`src/rtl/cpu_control_unit.sv`:
```
// cpu_control_unit: fetch / PC-increment / execute microsequencer for memory_system.
// Optional single-step WAIT state is enabled by defining CU_SINGLE_STEP_EN.
module cpu_control_unit #(
    parameter logic [2:0] PC_ADDR   = 3'b000,
    parameter logic [2:0] DPTR_ADDR = 3'b001,
    parameter logic [2:0] A_ADDR    = 3'b010,
    parameter logic [2:0] ACC_ADDR  = 3'b111,
    parameter logic [2:0] ALU_PASS  = 3'b000,
    parameter logic [2:0] ALU_INC   = 3'b110
) (
    input  logic       clk,
    input  logic       rst,
    input  logic       start,
`ifdef CU_SINGLE_STEP_EN
    input  logic       step,
`endif
    input  logic [4:0] instruction,
    input  logic       C,
    input  logic       N,
    input  logic       P,
    input  logic       Z,
    output logic       ir_sclr,
    output logic       mar_sclr,
    output logic       enaf,
    output logic [2:0] selop,
    output logic [1:0] shamt,
    output logic       bank_wr_en,
    output logic [2:0] busB_addr,
    output logic [2:0] busC_addr,
    output logic       ir_en,
    output logic       mar_en,
    output logic       mdr_en,
    output logic       wr_rdn,
    output logic       mdr_alu_n,
    output logic       halted,
    output logic       illegal,
    output logic [3:0] state
);

    typedef enum logic [3:0] {
        S_IDLE   = 4'd0,
        S_INIT   = 4'd1,
        S_F_ADDR = 4'd2,
        S_F_MEM  = 4'd3,
        S_F_IR   = 4'd4,
        S_PC_INC = 4'd5,
        S_EXEC   = 4'd6,
        S_SKIP   = 4'd7,
        S_HALT   = 4'd8
`ifdef CU_SINGLE_STEP_EN
        ,
        S_WAIT   = 4'd9
`endif
    } state_t;

    typedef struct packed {
        logic       ir_sclr;
        logic       mar_sclr;
        logic       enaf;
        logic [2:0] selop;
        logic       bank_wr_en;
        logic [2:0] busb;
        logic [2:0] busc;
        logic       ir_en;
        logic       mar_en;
        logic       mdr_en;
        logic       wr_rdn;
        logic       mdr_alu_n;
        logic       halted;
    } ctrl_t;

`ifdef CU_SINGLE_STEP_EN
    localparam state_t S_LOOP = S_WAIT;
`else
    localparam state_t S_LOOP = S_F_ADDR;
`endif

    state_t state_q, state_d;
    ctrl_t  ctrl_q, ctrl_d;
    logic   illegal_q, illegal_d;

    // Branch flags are reserved for future opcodes.
    logic unused_flags;
    assign unused_flags = C ^ N ^ P;

    // State and registered Moore outputs; rst wins on every cycle.
    always_ff @(posedge clk) begin
        if (rst) begin
            state_q   <= S_IDLE;
            ctrl_q    <= '0;
            illegal_q <= 1'b0;
        end else begin
            state_q   <= state_d;
            ctrl_q    <= ctrl_d;
            illegal_q <= illegal_d;
        end
    end

    // Next-state sequencing and EXEC opcode dispatch.
    always_comb begin
        state_d = state_q;
        unique case (state_q)
            S_IDLE:   if (start) state_d = S_INIT;
            S_INIT:   state_d = S_F_ADDR;
            S_F_ADDR: state_d = S_F_MEM;
            S_F_MEM:  state_d = S_F_IR;
            S_F_IR:   state_d = S_PC_INC;
            S_PC_INC: state_d = S_EXEC;
            S_EXEC: begin
                unique case (instruction)
                    5'h04:   state_d = Z ? S_SKIP : S_LOOP;
                    5'h1F:   state_d = S_HALT;
                    default: state_d = S_LOOP;
                endcase
            end
            S_SKIP:   state_d = S_LOOP;
            S_HALT:   state_d = S_HALT;
`ifdef CU_SINGLE_STEP_EN
            S_WAIT:   if (step) state_d = S_F_ADDR;
`endif
            default:  state_d = S_IDLE;
        endcase
    end

    // Decode the controls for the state being entered so they line up with it.
    always_comb begin
        ctrl_d    = '0;
        illegal_d = 1'b0;
        unique case (state_d)
            S_INIT: begin
                ctrl_d.ir_sclr  = 1'b1;
                ctrl_d.mar_sclr = 1'b1;
            end
            S_F_ADDR: begin
                ctrl_d.busb   = PC_ADDR;
                ctrl_d.selop  = ALU_PASS;
                ctrl_d.mar_en = 1'b1;
            end
            S_F_MEM: begin
                ctrl_d.mdr_alu_n = 1'b1;
                ctrl_d.mdr_en    = 1'b1;
            end
            S_F_IR:   ctrl_d.ir_en = 1'b1;
            S_PC_INC, S_SKIP: begin
                ctrl_d.busb       = PC_ADDR;
                ctrl_d.busc       = PC_ADDR;
                ctrl_d.selop      = ALU_INC;
                ctrl_d.bank_wr_en = 1'b1;
            end
            S_EXEC: begin
                unique case (instruction)
                    5'h01: begin
                        ctrl_d.busb       = ACC_ADDR;
                        ctrl_d.busc       = ACC_ADDR;
                        ctrl_d.selop      = ALU_INC;
                        ctrl_d.bank_wr_en = 1'b1;
                        ctrl_d.enaf       = 1'b1;
                    end
                    5'h02: begin
                        ctrl_d.busb       = DPTR_ADDR;
                        ctrl_d.busc       = DPTR_ADDR;
                        ctrl_d.selop      = ALU_INC;
                        ctrl_d.bank_wr_en = 1'b1;
                        ctrl_d.enaf       = 1'b1;
                    end
                    5'h03: begin
                        ctrl_d.busb       = ACC_ADDR;
                        ctrl_d.busc       = A_ADDR;
                        ctrl_d.selop      = ALU_PASS;
                        ctrl_d.bank_wr_en = 1'b1;
                    end
                    5'h00, 5'h04, 5'h1F: ;
                    default: illegal_d = 1'b1;
                endcase
            end
            S_HALT:   ctrl_d.halted = 1'b1;
            default:  ;
        endcase
    end

    assign ir_sclr    = ctrl_q.ir_sclr;
    assign mar_sclr   = ctrl_q.mar_sclr;
    assign enaf       = ctrl_q.enaf;
    assign selop      = ctrl_q.selop;
    assign shamt      = 2'b00;
    assign bank_wr_en = ctrl_q.bank_wr_en;
    assign busB_addr  = ctrl_q.busb;
    assign busC_addr  = ctrl_q.busc;
    assign ir_en      = ctrl_q.ir_en;
    assign mar_en     = ctrl_q.mar_en;
    assign mdr_en     = ctrl_q.mdr_en;
    assign wr_rdn     = ctrl_q.wr_rdn;
    assign mdr_alu_n  = ctrl_q.mdr_alu_n;
    assign halted     = ctrl_q.halted;
    assign illegal    = illegal_q;
    assign state      = state_q;

endmodule

```
`config.mk`:
```
export PLATFORM = sky130hd
export DESIGN_NAME = cpu_control_unit
export DESIGN_NICKNAME = d
export VERILOG_FILES = /design/src/rtl/cpu_control_unit.sv
export SDC_FILE = /design/constraint.sdc
export NUM_CORES = 1
export LEC_CHECK = 0
export CELL_PAD_IN_SITES_DETAIL_PLACEMENT = 1
export CELL_PAD_IN_SITES_GLOBAL_PLACEMENT = 2
export CORE_ASPECT_RATIO = 0.75
export CORE_MARGIN = 4
export CORE_UTILIZATION = 22
export DETAILED_ROUTE_END_ITERATION = 8
export GPL_ROUTABILITY_DRIVEN = 0
export PLACE_DENSITY_LB_ADDON = 0.1
export SLEW_MARGIN = 15
export SYNTH_ARGS = -nofsm -noshare
export SYNTH_HDL_FRONTEND = slang
export SYNTH_SLANG_ARGS = --single-unit
```
`constraint.sdc`:
```
create_clock -name clk -period 1.9 [get_ports clk]
set_clock_uncertainty 0.2 [all_clocks]
set_input_delay 0.38 -clock clk [delete_from_list [all_inputs] [get_ports clk]]
set_output_delay 0.38 -clock clk [all_outputs]
set_load 0.02 [all_outputs]
```
# Word-level counts from Yosys, hierarchy flattened
# Cells that the tools add are included.
# totals
out_inout_bits	26
ff_bits	23
word_cells	57
# classes
bitwise_logic	1
muxes	14
reduce_logical	7
n_eq_ne	21
# op_table
op	n
$eq A4 B3 Y1 const B	8
$pmux W4 S8	1
$pmux W10 S3	1
$eq A4 B2 Y1 const B	4
$eq A5 B2 Y1 const B	2
$eq A4 B1 Y1 const B	2
$eq A4 B4 Y1 const B	2
$pmux W4 S2	1
$reduce_or A2 Y1	4
$mux W1	6
$pmux W3 S2	1
$reduce_or A6 Y1	1
$eq A5 B1 Y1 const B	1
$eq A5 B3 Y1 const B	1
$eq A5 B5 Y1 const B	1
$logic_not A5 Y1	1
$logic_not A4 Y1	1
$mux W4	1
$mux W3	1
$mux W2	1
$pmux W1 S2	1
$not A1 Y1	1

# Logic depth before layout (Yosys ltp)
# logic_depth
word_depth	6
ltp_mapped	6
mapped_depth_nobuf	5

# Least setup slack after synthesis
# OpenSTA, ideal clock, no wires.
# synth_path
path_kind	reg-to-reg
start	reg state_q[1], in the netlist state[1]
end	reg illegal_q, in the netlist illegal
path_stages_with_launch	5
setup_slack_ns	0.312
setup_ns	0.100
period_less_slack_ns	1.588
t_arrival_ns	1.289
required_ns	1.600
cell_sequence	dfxtp_1 > buf_6 > nand3b_4 > a211o_1 > a2111oi_4
# synth_via
elab_chain_len	6
elab_cells_between_ends	15
cone_classes	eq/ne: 9; mux: 2; bitwise: 1; reduce/logical: 3
# synth_lines
item	line	rtl
start, declared	78	state_t state_q, state_d;
start signal, assigned	93	state_q <= state_d;
$eq A4 B3 Y1 / $eq A4 B1 Y1 (equally long branches)	102	unique case (state_q)
$reduce_or A2 Y1 (no source line)	--	
$pmux W4 S8 *	102	
$eq A4 B3 Y1 *	129	unique case (state_d)
$not A1 Y1 (no source line) *	--	
$reduce_or A2 Y1 (no source line) *	--	
end signal, assigned	95	illegal_q <= illegal_d;
end, declared	80	logic illegal_q, illegal_d;
# Every way passes the cells marked *; elsewhere a longest branch is shown, timed or not.
# A chain may end at the register's enable or synchronous reset.

# Worst setup path in the final report
# layout_path
start	reg state_q[3], in the netlist state[3]
end	out state[3]
# layout_rtl
item	line	rtl
end, declared	37	output logic [3:0] state
# No word-level cell between the ends.

==> qor.csv <==
stage,metric,value,unit
drt,drt first pass iters,4,
die,die span in x,76.5,µm
min_path,Hold Startpoint,state[1],
power_and_ir_drop,Final Power,842,µW
die,core area,3330,µm²
setup_path,type of origin of the critical path,flop,
grt,GRT overflow,0,
synth,sequential cell area fraction in the yosys report,41.4,%
clock_tree,worst skew pair latency,260,ps
clock_tree,CTS Buffer Depth,2,
power_and_ir_drop,maximum vdd drop,0.298,mV
synth,Mapped Avg Cell Area,9.33,µm²
clock_tree,CTS tree,built,
clock_tree,H-tree depth,1,
min_path,HP Class,flop to flop,
synth,Yosys top cell by area,dfxtp_1,
placement,Post-DP HPWL,1670,µm
synth,"EDFF count, synth",0,
setup_path,WP data required,1320,ps
clock_tree,Root Buffer,clkbuf_8,
setup_path,buffers plus inverters on the worst setup path,1,
sta,Final Hold Viols,0,
grt,initial antenna violation count,0,
setup_path,R2R Path Start,state[3],
die,die area,4540,µm²
sta,total negative slack,0,ps
sta,setup violators final,0,
setup_path,critical-path cell list,clkdlybuf4s50_1,
placement,post-placement cell area,1110,µm²
setup_path,CP max-delay cell,clkdlybuf4s50_1,
sta,fin crit period,1800,ps
setup_path,Top Family by Delay on Critical Path,buffers and inverters,
setup_path,WS Path Type,flop to output pin,
clock_tree,clock buffer count from CTS,3,
grt,GRT Overall Usage,10.0,%
run_status,status,"complete, no violations",
die,site row count,18,
drt,# DRC,0,
setup_path,CP max stage delay,620,ps
cells_and_area,Synth-to-Final Area Change,49.9,%
drt,Initial DRC Count,15,
sta,Tcrit/Tclk final,94.9,%
cells_and_area,diode count,0,
power_and_ir_drop,PwrDens,725,nW/µm²
synth,Seq cells post-synth,16,
setup_path,Critical Path Start,state[3],
synth,main flop type after synthesis,dfxtp_1,
sta,Min Hold Slack,372,ps
clock_tree,Num Clock Sinks,16,
drt,vias,659,
die,Die Ht,59.4,µm
synth,yosys warns,0,
grt,first-pass GRT wire length,3520,µm
sta,RSZ-0062 raised after global routing,no,
power_and_ir_drop,Leak,0.000457,µW
drt,final wirelength,2040,µm
drt,Via density,4.20,
synth,Post-Syn Area,774,µm²
cells_and_area,share of layout cells above drive strength 1,23.1,%
cells_and_area,Final #Nets,130,
synth,Post-Synthesis Cells,83,
drt,post-route antenna net violation count,0,
setup_path,crit path DAT,1220,ps
synth,largest cells by area after synthesis,"dfxtp_1, buf_4, nor2_1",
setup_path,largest fanout on the critical path,3,
grt,pin count of the biggest net entering global routing,11,
synth,Yosys top cell area share,41.4,%
setup_path,crit path capture type,output pin,
clock_tree,setup bufs post-CTS,0,
clock_tree,Clock transition at path regs,70,ps
setup_path,"reg-to-reg slack, setup",280,ps
sta,max-slew violation count,0,
sta,fmax,555,MHz
drt,WL/cell,13.0,µm
placement,# port buffers,30,
die,Top Ports,38,
die,initial core utilization,23.2,%
cells_and_area,"Design Area, Final",1160,µm²
grt,vias in the first global route,730,
flow_run,Max-cap violations,0,
synth,Netlist cell types,30,
synth,asr flop ratio synth,0,%
## final cells by class
class,count,area (µm²)
flip-flops and latches,16,322
well taps,40,50.0
fillers,394,2170
inverters,3,11.3
clock buffers,4,55.1
repair buffers,41,382
multi-input cells,53,342
## flip-flops by register name, summed over array words and instances (netlist names)
register,flops
mar_en,1
ir_en,1
ir_sclr,1
busB_addr,2
bank_wr_en,1
busC_addr,1
halted,1
mdr_alu_n,1
selop,1
state,4
enaf,1
illegal,1
## final timing paths
kind	cells past startpoint	endpoint
setup reg to reg	6	illegal
setup / recovery	1	state[3]
hold reg to reg	2	ir_en
hold / removal	2	ir_en
## cells in the mapped netlist (2+ instances only)
master,number
a211o_1,2
a31o_2,2
buf_4,10
buf_6,3
dfxtp_1,16
inv_1,2
nand2_1,3
nand3_1,2
nor2_1,11
nor2_2,2
nor2b_1,2
nor3_1,8
o21ai_1,3
## layer usage
| layer | wire length [µm] | up-vias | global-route usage [%] |
|---|---|---|---|
| met5 | 0 | - | 0 |
| met4 | 25 | 0 | 3.88 |
| met3 | 109 | 4 | 4.26 |
| met2 | 857 | 18 | 15.3 |
| met1 | 1050 | 299 | 12.7 |
| li1 | - | 338 | - |
## power by group
group	switching (µW)	leakage (µW)	total [µW]	internal, µW
Combinational	94.1	0.000298	174	79.9
Clock	126	0.0000288	310	184
Sequential	9.68	0.000130	358	348
## per-stage QoR
step	util (%)	worst slack [ps]	cells
after detailed placement	33.2	-148	153
after floorplan	-	312	86
after global routing	34.8	34.7	157
after CTS	34.8	70.7	157
after global placement	33.2	-163	153
final	34.8	97.5	157
## kinds of logic after synthesis
family,synth area share (%)
AO/OA/AOI/OAI,17.9
XOR/XNOR,1.13
buffers and inverters,16.0
flip-flops,41.4
other,0.484
AND/OR/NAND/NOR,23.1
## placed cells by master, fill, tap and decap left out, types with 2 or more instances in the layout
cell              n
nor3_1            8
inv_1             2
conb_1            4
nor2_1           11
a211o_1           2
o21ai_1           3
clkbuf_8          4
nor2b_1           2
a31o_2            2
nand3_1           2
buf_4            11
nand2_1           3
nor2_2            2
dfxtp_1          15
clkdlybuf4s50_1  29
## repair_timing
item	4_1_cts	5_1_grt
hold buffers	0	0
setup endpoints to repair	1	0
resized for setup	2	0
No activity file was read; power rests on OpenSTA's default activity.
